### config.mk
export PLATFORM = sky130hd
export DESIGN_NAME = apb_initiator
export DESIGN_NICKNAME = d
export VERILOG_FILES = /design/src/rtl/usrt_pkg.sv /design/src/rtl/apb_wait_timer.sv /design/src/rtl/apb_initiator.sv
export SDC_FILE = /design/constraint.sdc
export NUM_CORES = 1
export LEC_CHECK = 0
export CAP_MARGIN = 0
export CORE_UTILIZATION = 42
export CTS_BUF_LIST = sky130_fd_sc_hd__clkbuf_8
export CTS_CLUSTER_SIZE = 28
export DETAILED_ROUTE_END_ITERATION = 10
export PLACE_DENSITY = 0.81
export SYNTH_ARGS = -nofsm -noshare
export SYNTH_HDL_FRONTEND = slang
export SYNTH_SLANG_ARGS = --single-unit
### constraint.sdc
create_clock -name pClk -period 1.8 [get_ports pClk]
set_clock_uncertainty 0.05 [all_clocks]
set_input_delay 0.27 -clock pClk [delete_from_list [all_inputs] [get_ports pClk]]
set_output_delay 0.27 -clock pClk [all_outputs]
set_load 0.01 [all_outputs]
### src/rtl/usrt_pkg.sv
// rtl/usrt_pkg.sv - shared USRT bridge types and defaults
package usrt_pkg;

    typedef enum logic [1:0] {
        IDLE,
        SETUP,
        ACCESS,
        RESP
    } apb_state_t;

    localparam int APB_TIMEOUT_DEFAULT = 255;
    localparam int USRT_DATA_W         = 8;

endpackage

### src/rtl/apb_wait_timer.sv
// rtl/apb_wait_timer.sv - saturating ACCESS-phase wait counter
module apb_wait_timer #(
    parameter int TIMEOUT = 255
) (
    input  logic pClk,
    input  logic rst,
    input  logic clear_i,
    input  logic inc_i,
    output logic expired_o
);

    localparam int CNT_W = (TIMEOUT < 1) ? 1 : $clog2(TIMEOUT + 1);

    logic [CNT_W-1:0] count_q;
    logic [CNT_W-1:0] count_d;

    assign expired_o = (count_q == CNT_W'(TIMEOUT));

    // Holds at TIMEOUT so the expired flag can never be lost to a wrap.
    always_comb begin
        count_d = count_q;
        if (clear_i) begin
            count_d = '0;
        end else if (inc_i && !expired_o) begin
            count_d = count_q + 1'b1;
        end
    end

    always_ff @(posedge pClk) begin
        if (rst) begin
            count_q <= '0;
        end else begin
            count_q <= count_d;
        end
    end

endmodule

### src/rtl/apb_initiator.sv
// rtl/apb_initiator.sv - single-outstanding APB requester with wait timeout
module apb_initiator
    import usrt_pkg::*;
#(
    parameter int ADDR_W  = 32,
    parameter int DATA_W  = USRT_DATA_W,
    parameter int TIMEOUT = APB_TIMEOUT_DEFAULT
) (
    input  logic              pClk,
    input  logic              rst,
    input  logic              cmd_valid,
    output logic              cmd_ready,
    input  logic              cmd_write,
    input  logic [ADDR_W-1:0] cmd_addr,
    input  logic [DATA_W-1:0] cmd_wdata,
    output logic              rsp_valid,
    input  logic              rsp_ready,
    output logic [DATA_W-1:0] rsp_rdata,
    output logic              rsp_err,
    output logic              rsp_timeout,
    output logic              pSelect,
    output logic              pEnable,
    output logic              pWrite,
    output logic [ADDR_W-1:0] pAddress,
    output logic [DATA_W-1:0] pWData,
    input  logic [DATA_W-1:0] pRData,
    input  logic              pReady,
    input  logic              pSlvErr,
    output logic              busy
);

    apb_state_t        state_q;
    logic              pwrite_q;
    logic [ADDR_W-1:0] paddr_q;
    logic [DATA_W-1:0] pwdata_q;
    logic [DATA_W-1:0] rsp_rdata_q;
    logic              rsp_err_q;
    logic              rsp_timeout_q;
    logic              expired;

    apb_wait_timer #(
        .TIMEOUT(TIMEOUT)
    ) u_wait_timer (
        .pClk     (pClk),
        .rst      (rst),
        .clear_i  (state_q == SETUP),
        .inc_i    ((state_q == ACCESS) && !pReady),
        .expired_o(expired)
    );

    assign cmd_ready   = (state_q == IDLE);
    assign rsp_valid   = (state_q == RESP);
    assign pSelect     = (state_q == SETUP) || (state_q == ACCESS);
    assign pEnable     = (state_q == ACCESS);
    assign busy        = (state_q != IDLE);
    assign pWrite      = pwrite_q;
    assign pAddress    = paddr_q;
    assign pWData      = pwdata_q;
    assign rsp_rdata   = rsp_rdata_q;
    assign rsp_err     = rsp_err_q;
    assign rsp_timeout = rsp_timeout_q;

    always_ff @(posedge pClk) begin
        if (rst) begin
            state_q       <= IDLE;
            pwrite_q      <= 1'b0;
            paddr_q       <= '0;
            pwdata_q      <= '0;
            rsp_rdata_q   <= '0;
            rsp_err_q     <= 1'b0;
            rsp_timeout_q <= 1'b0;
        end else begin
            case (state_q)
                IDLE: begin
                    if (cmd_valid) begin
                        pwrite_q <= cmd_write;
                        paddr_q  <= cmd_addr;
                        pwdata_q <= cmd_wdata;
                        state_q  <= SETUP;
                    end
                end
                SETUP: begin
                    state_q <= ACCESS;
                end
                ACCESS: begin
                    // A ready on the final allowed cycle still completes normally.
                    if (pReady) begin
                        rsp_rdata_q   <= (pwrite_q || pSlvErr) ? '0 : pRData;
                        rsp_err_q     <= pSlvErr;
                        rsp_timeout_q <= 1'b0;
                        state_q       <= RESP;
                    end else if (expired) begin
                        rsp_rdata_q   <= '0;
                        rsp_err_q     <= 1'b1;
                        rsp_timeout_q <= 1'b1;
                        state_q       <= RESP;
                    end
                end
                RESP: begin
                    if (rsp_ready) begin
                        state_q <= IDLE;
                    end
                end
                default: begin
                    state_q <= IDLE;
                end
            endcase
        end
    end

endmodule

==> results of run 1 <==
-- logic make-up (layout without fill, tap and decap cells) --
| family | count (synthesis) | count (layout) | share of synthesized area (%) |
|---|---|---|---|
| buffers and inverters | 23 | 142 | 3.70 |
| flip-flops | 61 | 61 | 51.6 |
| multiplexers | 10 | 10 | 4.23 |
| XOR/XNOR | 5 | 5 | 1.85 |
| AND/OR/NAND/NOR | 124 | 124 | 23.0 |
| adder cells (fa/ha/maj) | 5 | 5 | 2.64 |
| AO/OA/AOI/OAI | 56 | 56 | 13.0 |
-- cells in the final DEF (no fill, tap or decap), types with 2 or more instances in the layout --
master             n
a21oi_1           45
and2_1             2
buf_4              9
bufinv_16          2
clkbuf_8          11
clkdlybuf4s50_1  104
clkinv_2           2
dfxtp_1           58
dfxtp_2            3
dlygate4sd2_1      4
ha_1               4
inv_1              7
mux2i_1           10
nand2_1           92
nand2b_1          11
nor2_1             8
o211ai_1           2
xnor2_1            2
xor2_1             3
-- power by group through the flow --
stage / logic (W) / clock network (W) / registers [W]
6_report: 0.00158 / 0.00136 / 0.00168
5_1_grt: 0.00175 / 0.00145 / 0.00171
4_1_cts: 0.00160 / 0.00139 / 0.00168
3_5_place_dp: 0.00165 / 0 / 0.00170
3_3_place_gp: 0.00163 / 0 / 0.00169
2_1_floorplan: 0.000741 / 0 / 0.00178
-- what timing repair did --
item                                    4_1_cts  5_1_grt
hold buffers                                  0        0
gates resized for setup                       6        3
setup buffers                                 0        0
pin swaps                                     0        1
endpoints found under the setup margin        4        2
-- area by class of cell --
type / count / area share [%]
clock inverters: 5 / 1.94
multi-input cells: 200 / 27.9
flip-flops and latches: 61 / 32.2
inverters: 6 / 0.592
repair buffers: 120 / 31.1
well taps: 70 / 2.30
clock buffers: 11 / 3.98
-- layer usage --
metal  part of all wire [%]  track usage (%)  up-vias
met1                     45             24.7     1042
met4                    2.2             10.9        0
met2                     48             36.2       66
met5                      0                0        -
met3                    5.5             6.31       13
li1                       -                -     1155
-- synth_stat cells --
master	number	area (um2)
nand2_1	92	345
dfxtp_1	61	1220
a21oi_1	45	225
clkbuf_1	13	48.8
nand2b_1	11	68.8
mux2i_1	10	100
nor2_1	8	30.0
inv_1	6	22.5
ha_1	5	62.6
buf_1	3	11.3
xor2_1	3	26.3
and2_1	2	12.5
o211ai_1	2	15.0
xnor2_1	2	17.5
a211oi_1	1	7.51
a221oi_1	1	8.76
and2b_2	1	8.76
and3_1	1	6.26
buf_2	1	5.00
nand3_1	1	5.00
nand4_1	1	6.26
nand4_2	1	12.5
nor2b_1	1	6.26
nor3b_2	1	12.5
nor4bb_1	1	10.0
o2111ai_1	1	8.76
o211a_1	1	10.0
o21a_1	1	7.51
o21ai_0	1	5.00
o21ai_1	1	5.00
o21ai_2	1	8.76
o31ai_1	1	7.51
or2_2	1	6.26
or3_1	1	6.26
or4_1	1	7.51
-- path summary, 6_finish.rpt --
| path | slack (ps) | start | endpoint | cells past startpoint |
|---|---|---|---|---|
| min reg2reg | 400 | pAddress[28]$_SDFFE_PP0P_ | pAddress[28]$_SDFFE_PP0P_ | 2 |
| min | 340 | rst | u_wait_timer.count_q[0]$_SDFFE_PP0P_ | 3 |
| max | 130 | state_q[0]$_SDFFE_PP0P_ | pSelect | 3 |
| max reg2reg | 140 | state_q[0]$_SDFFE_PP0P_ | u_wait_timer.count_q[7]$_SDFFE_PP0P_ | 6 |
-- stage by stage --
stage          util, %  instance area, um2
3_5_place_dp      67.8                3570
5_1_grt           72.2                3800
2_1_floorplan        -                2370
4_1_cts           72.1                3800
3_3_place_gp      67.8                3570
6_report          72.2                3800
-- registers in the layout, summed over array words and instances, names as in the netlist --
signal,count
pAddress,32
pWData,8
pWrite,1
rsp_err,1
rsp_rdata,8
rsp_timeout,1
state_q,2
u_wait_timer.count_q,8
-- tightest hold or removal path: stages --
cell and delay [ps]:
buf_2 130, or2_2 220, nor2_1 60
==> impl_metrics.json, run 1 <==
{
  "status": "finished clean",
  "path_delay_family": "buffers and inverters",
  "max_freq_mhz": 599,
  "holdWs_ps": 343,
  "p_leak_nw": 1.51,
  "drc": 0,
  "seq_area_mm2": 0.00122,
  "htree_levels": 3,
  "preCtsSetupSlack_ps": 29.9,
  "cp-end-kind": "primary output",
  "gp_congestion": 0.742,
  "area_growth_pct": 60.6,
  "p_comb_share_pct": 34.2,
  "worst_pin_slew_ps": 401,
  "cts_tree": "done",
  "start_kind": "register",
  "via_per_inst": 4.81,
  "drt_wl_total_mm": 6.08,
  "ios": 111,
  "start_util_pct": 44.9,
  "fillers": 439,
  "switching_share_pct": 30.8,
  "cts_root_buf": "clkbuf_8",
  "crit_path_max_incr_delay_ps": 350,
  "clk_path_buf_depth": 2,
  "ys_seq_area_share_pct": 51.6,
  "fp.dieH_um": 77.1,
  "synth.ff_latch_count": 61,
  "crit_fanout": 4,
  "yosysWarnings": 0,
  "ys_types": 35,
  "antenna_found_initial": 0,
  "synth_nets": 344,
  "multi_input_area_mm2": 0.00106,
  "track_usage_pct": 21.5,
  "power.total_w": 0.00462,
  "p_per_area_mw_per_mm2": 1210,
  "clk_pin_slew_ps": 60,
  "nets": 458,
  "path_cells": "inv_1, ha_1, dlygate4sd2_1",
  "setup_viol": 0,
  "overflow": 0,
  "netlist_area_mm2": 0.00237,
  "seqPwrFrac_pct": 36.4,
  "fin_crit_sh_pct": 92.7,
  "peakVddDrop_mv": 0.630,
  "drt_first_pass_iters": 4,
  "insertion_delay_ps": 320,
  "hpwl_mm": 4.15,
  "dp.cells": 457,
  "row_count": 26,
  "numPortBuffers": 110,
  "p_sw_w": 0.00142,
  "post_drt_wl_per_cell_um": 12.9,
  "relSlewSlack_pct": 73.3,
  "syn_area_per_cell_um2": 8.34,
  "crit_path_top_delay_cell": "dfxtp_2",
  "fin_crit_ps": 1670,
  "die_area_mm2": 0.00594,
  "layout-drive-gt1-share_pct": 8.68,
  "finalWorstSetupSlack_ps": 132,
  "grt_pass1_wl_mm": 10.1,
  "die_w_um": 77.1,
  "cts-buffers-inserted": 9,
  "drv_slew": 0,
  "num_antenna_cells": 0,
  "maxCapViolations": 0,
  "postSynthCellCount": 284,
  "grt_max_degree": 42,
  "drtIter0Drc": 88,
  "cp_data_arrival_time_ps": 1350,
  "vias": 2276,
  "fin_tns_setup_ps": 0,
  "worstSetupPathType": "register to primary output",
  "first_global_vias": 2263,
  "instances_no_fill": 473,
  "hold_violations": 0,
  "clock-sinks": 61,
  "drtAntennaViolNets": 0,
  "hold_path.class": "input pin to register",
  "rsz0062_at_grt": "no",
  "core_area_mm2": 0.00527,
  "critical_path_buf_inv_count": 2,
  "cp.required_ps": 1480,
  "clock_power_share_pct": 29.4,
  "internal_power_w": 0.00319
}
(Power assumes the default switching activity.)
==> inputs of run 2 (changes only) <==
--- a/config.mk
+++ b/config.mk
@@ -8,2 +8,3 @@
 export CAP_MARGIN = 0
+export CORE_MARGIN = 2
 export CORE_UTILIZATION = 42
==> constraint.sdc (replaced) <==
create_clock -name pClk -period 1.8 [get_ports pClk]
set_clock_uncertainty 0.05 [all_clocks]
set_input_delay 0.18 -clock pClk [delete_from_list [all_inputs] [get_ports pClk]]
set_output_delay 0.18 -clock pClk [all_outputs]
set_load 0.01 [all_outputs]
==> run 2 against run 1 <==
Effect of this change:
- routed wire length increased by 3.6%
- sequential share of layout area is essentially flat
- combinational power is 6% higher
- non-clock buffer count did not move
- die area grew 5.3%
- critical path depth unchanged
- hold slack worse by 190 ps
- clock-buffer cell count down 2
- setup slack lost 83 ps
==> impl_metrics.json, run 2 (synthesized netlist as in run 1, its figures left out) <==
{
  "fin_crit_sh_pct": 97.3,
  "drt_wl_total_mm": 6.31,
  "track_usage_pct": 20.8,
  "maxCapViolations": 0,
  "most-common-layout-cells": "clkdlybuf4s50_1, nand2_1, dfxtp_1",
  "antenna_found_initial": 0,
  "worstRegToRegCells": 6,
  "start_kind": "register",
  "crit_fanout": 5,
  "clock-sinks": 61,
  "gp_congestion": 0.796,
  "first_global_vias": 2201,
  "final_cell_area_mm2": 0.00380,
  "drtAntennaViolNets": 0,
  "hpwl_mm": 4.40,
  "fp.dieH_um": 79.1,
  "status": "finished clean",
  "area_growth_pct": 60.6,
  "p_per_area_mw_per_mm2": 1220,
  "relSlewSlack_pct": 79.4,
  "fin_util_pct": 69.5,
  "max_freq_mhz": 571,
  "clk_pin_slew_ps": 60,
  "hold_violations": 0,
  "grt_max_degree": 32,
  "cts_hold_buf": 0,
  "core_area_mm2": 0.00547,
  "insertion_delay_ps": 330,
  "row_count": 27,
  "drt_first_pass_iters": 4,
  "cp_data_arrival_time_ps": 1520,
  "fillers": 458,
  "min_path_cells": 3,
  "place_area_mm2": 0.00359,
  "drtIter0Drc": 82,
  "postCtsSetupRepairBufs": 0,
  "p_leak_nw": 1.50,
  "cp.required_ps": 1570,
  "hold_path.class": "input pin to register",
  "overflow": 0,
  "setup_viol": 0,
  "cts-buffers-inserted": 9,
  "cts_root_buf": "clkbuf_8",
  "rsz0062_at_grt": "yes",
  "ios": 111,
  "nets": 458,
  "cp-end-kind": "primary output",
  "worstSetupPathType": "register to primary output",
  "die_area_mm2": 0.00626,
  "vias": 2296,
  "peakVddDrop_mv": 0.725,
  "clk_path_buf_depth": 2,
  "cts_tree": "done",
  "final_common_cell": "clkdlybuf4s50_1",
  "numPortBuffers": 110,
  "largest_register_ffs": 32,
  "drc": 0,
  "worst_pin_slew_ps": 305,
  "htree_levels": 3,
  "die_w_um": 79.1,
  "post_drt_wl_per_cell_um": 13.3,
  "start_util_pct": 43.3,
  "grt_pass1_wl_mm": 10.2,
  "fin_crit_ps": 1750,
  "num_antenna_cells": 0,
  "drv_slew": 0,
  "layout-drive-gt1-share_pct": 8.19,
  "via_per_inst": 4.83
}
run 2: changes by cell type in the layout (fill, tap and decap cells not counted):
cell             previous run  this run
dfxtp_1                    58        59
clkdlybuf4s50_1           104       106
buf_4                       9         8
o21ai_4                     0         1
inv_1                       7         8
buf_12                      1         2
o21ai_2                     1         0
clkinv_2                    2         3
clkbuf_8                   11         9
dfxtp_2                     3         2
dlymetal6s2s_1              1         0
dlygate4sd2_1               4         3
run 2: final timing paths:
check | start | endpoint | slack, ps
setup / recovery | state_q[1]$_SDFFE_PP0P_ | cmd_ready | 50
hold / removal | rst | state_q[0]$_SDFFE_PP0P_ | 150
setup reg to reg | state_q[0]$_SDFFE_PP0P_ | u_wait_timer.count_q[7]$_SDFFE_PP0P_ | 80
hold reg to reg | pWData[6]$_SDFFE_PP0P_ | pWData[6]$_SDFFE_PP0P_ | 400
run 2: area by class of cell:
type / count / area, um2 / share of cell area, %
inverter: 6 / 22.5 / 0.592
timing repair buffer: 120 / 1190 / 31.3
tap: 72 / 90.1 / 2.37
multi-input combinational: 200 / 1070 / 28.1
clock inverter: 7 / 82.6 / 2.17
clock buffer: 9 / 124 / 3.26
sequential: 61 / 1220 / 32.2
run 2: metal layers:
layer	part of all wire, %	vias up	routed length (um)	GRT usage [%]
met1	42	1058	2640	23.7
met4	1.7	0	109	9.14
met3	6.3	13	398	6.25
li1	-	1155	-	-
met2	50	70	3160	36.0
met5	0	-	0	0
run 2: power by group:
| group | total, W | switching (W) | internal (W) |
|---|---|---|---|
| clock network | 0.00128 | 0.000515 | 0.000762 |
| registers | 0.00168 | 0.000116 | 0.00156 |
| logic | 0.00167 | 0.000830 | 0.000845 |
run 2: timing repair:
item                       4_1_cts  5_1_grt
setup endpoints to repair        4        3
pin swaps                        0        1
gates cloned                     0        0
gates resized for setup          5        2
run 2: worst max-delay path, cell delays in order (launching register included):
cell and delay, ps:
dfxtp_2 340, inv_1 80, ha_2 220, clkdlybuf4s50_1 550
run 2: through the flow:
stage                     total power, W  worst slack (ps)  instances  setup TNS, ps  hold WS, ps
final                            0.00463              49.0        475              0          150
after global routing             0.00490             -6.51        475          -6.51          159
after CTS                        0.00467              2.56        475              0          137
after detailed placement         0.00341              46.7        459              0          397
after global placement           0.00336              88.7        459              0          391
after floorplan                  0.00252              99.0        284              0          226
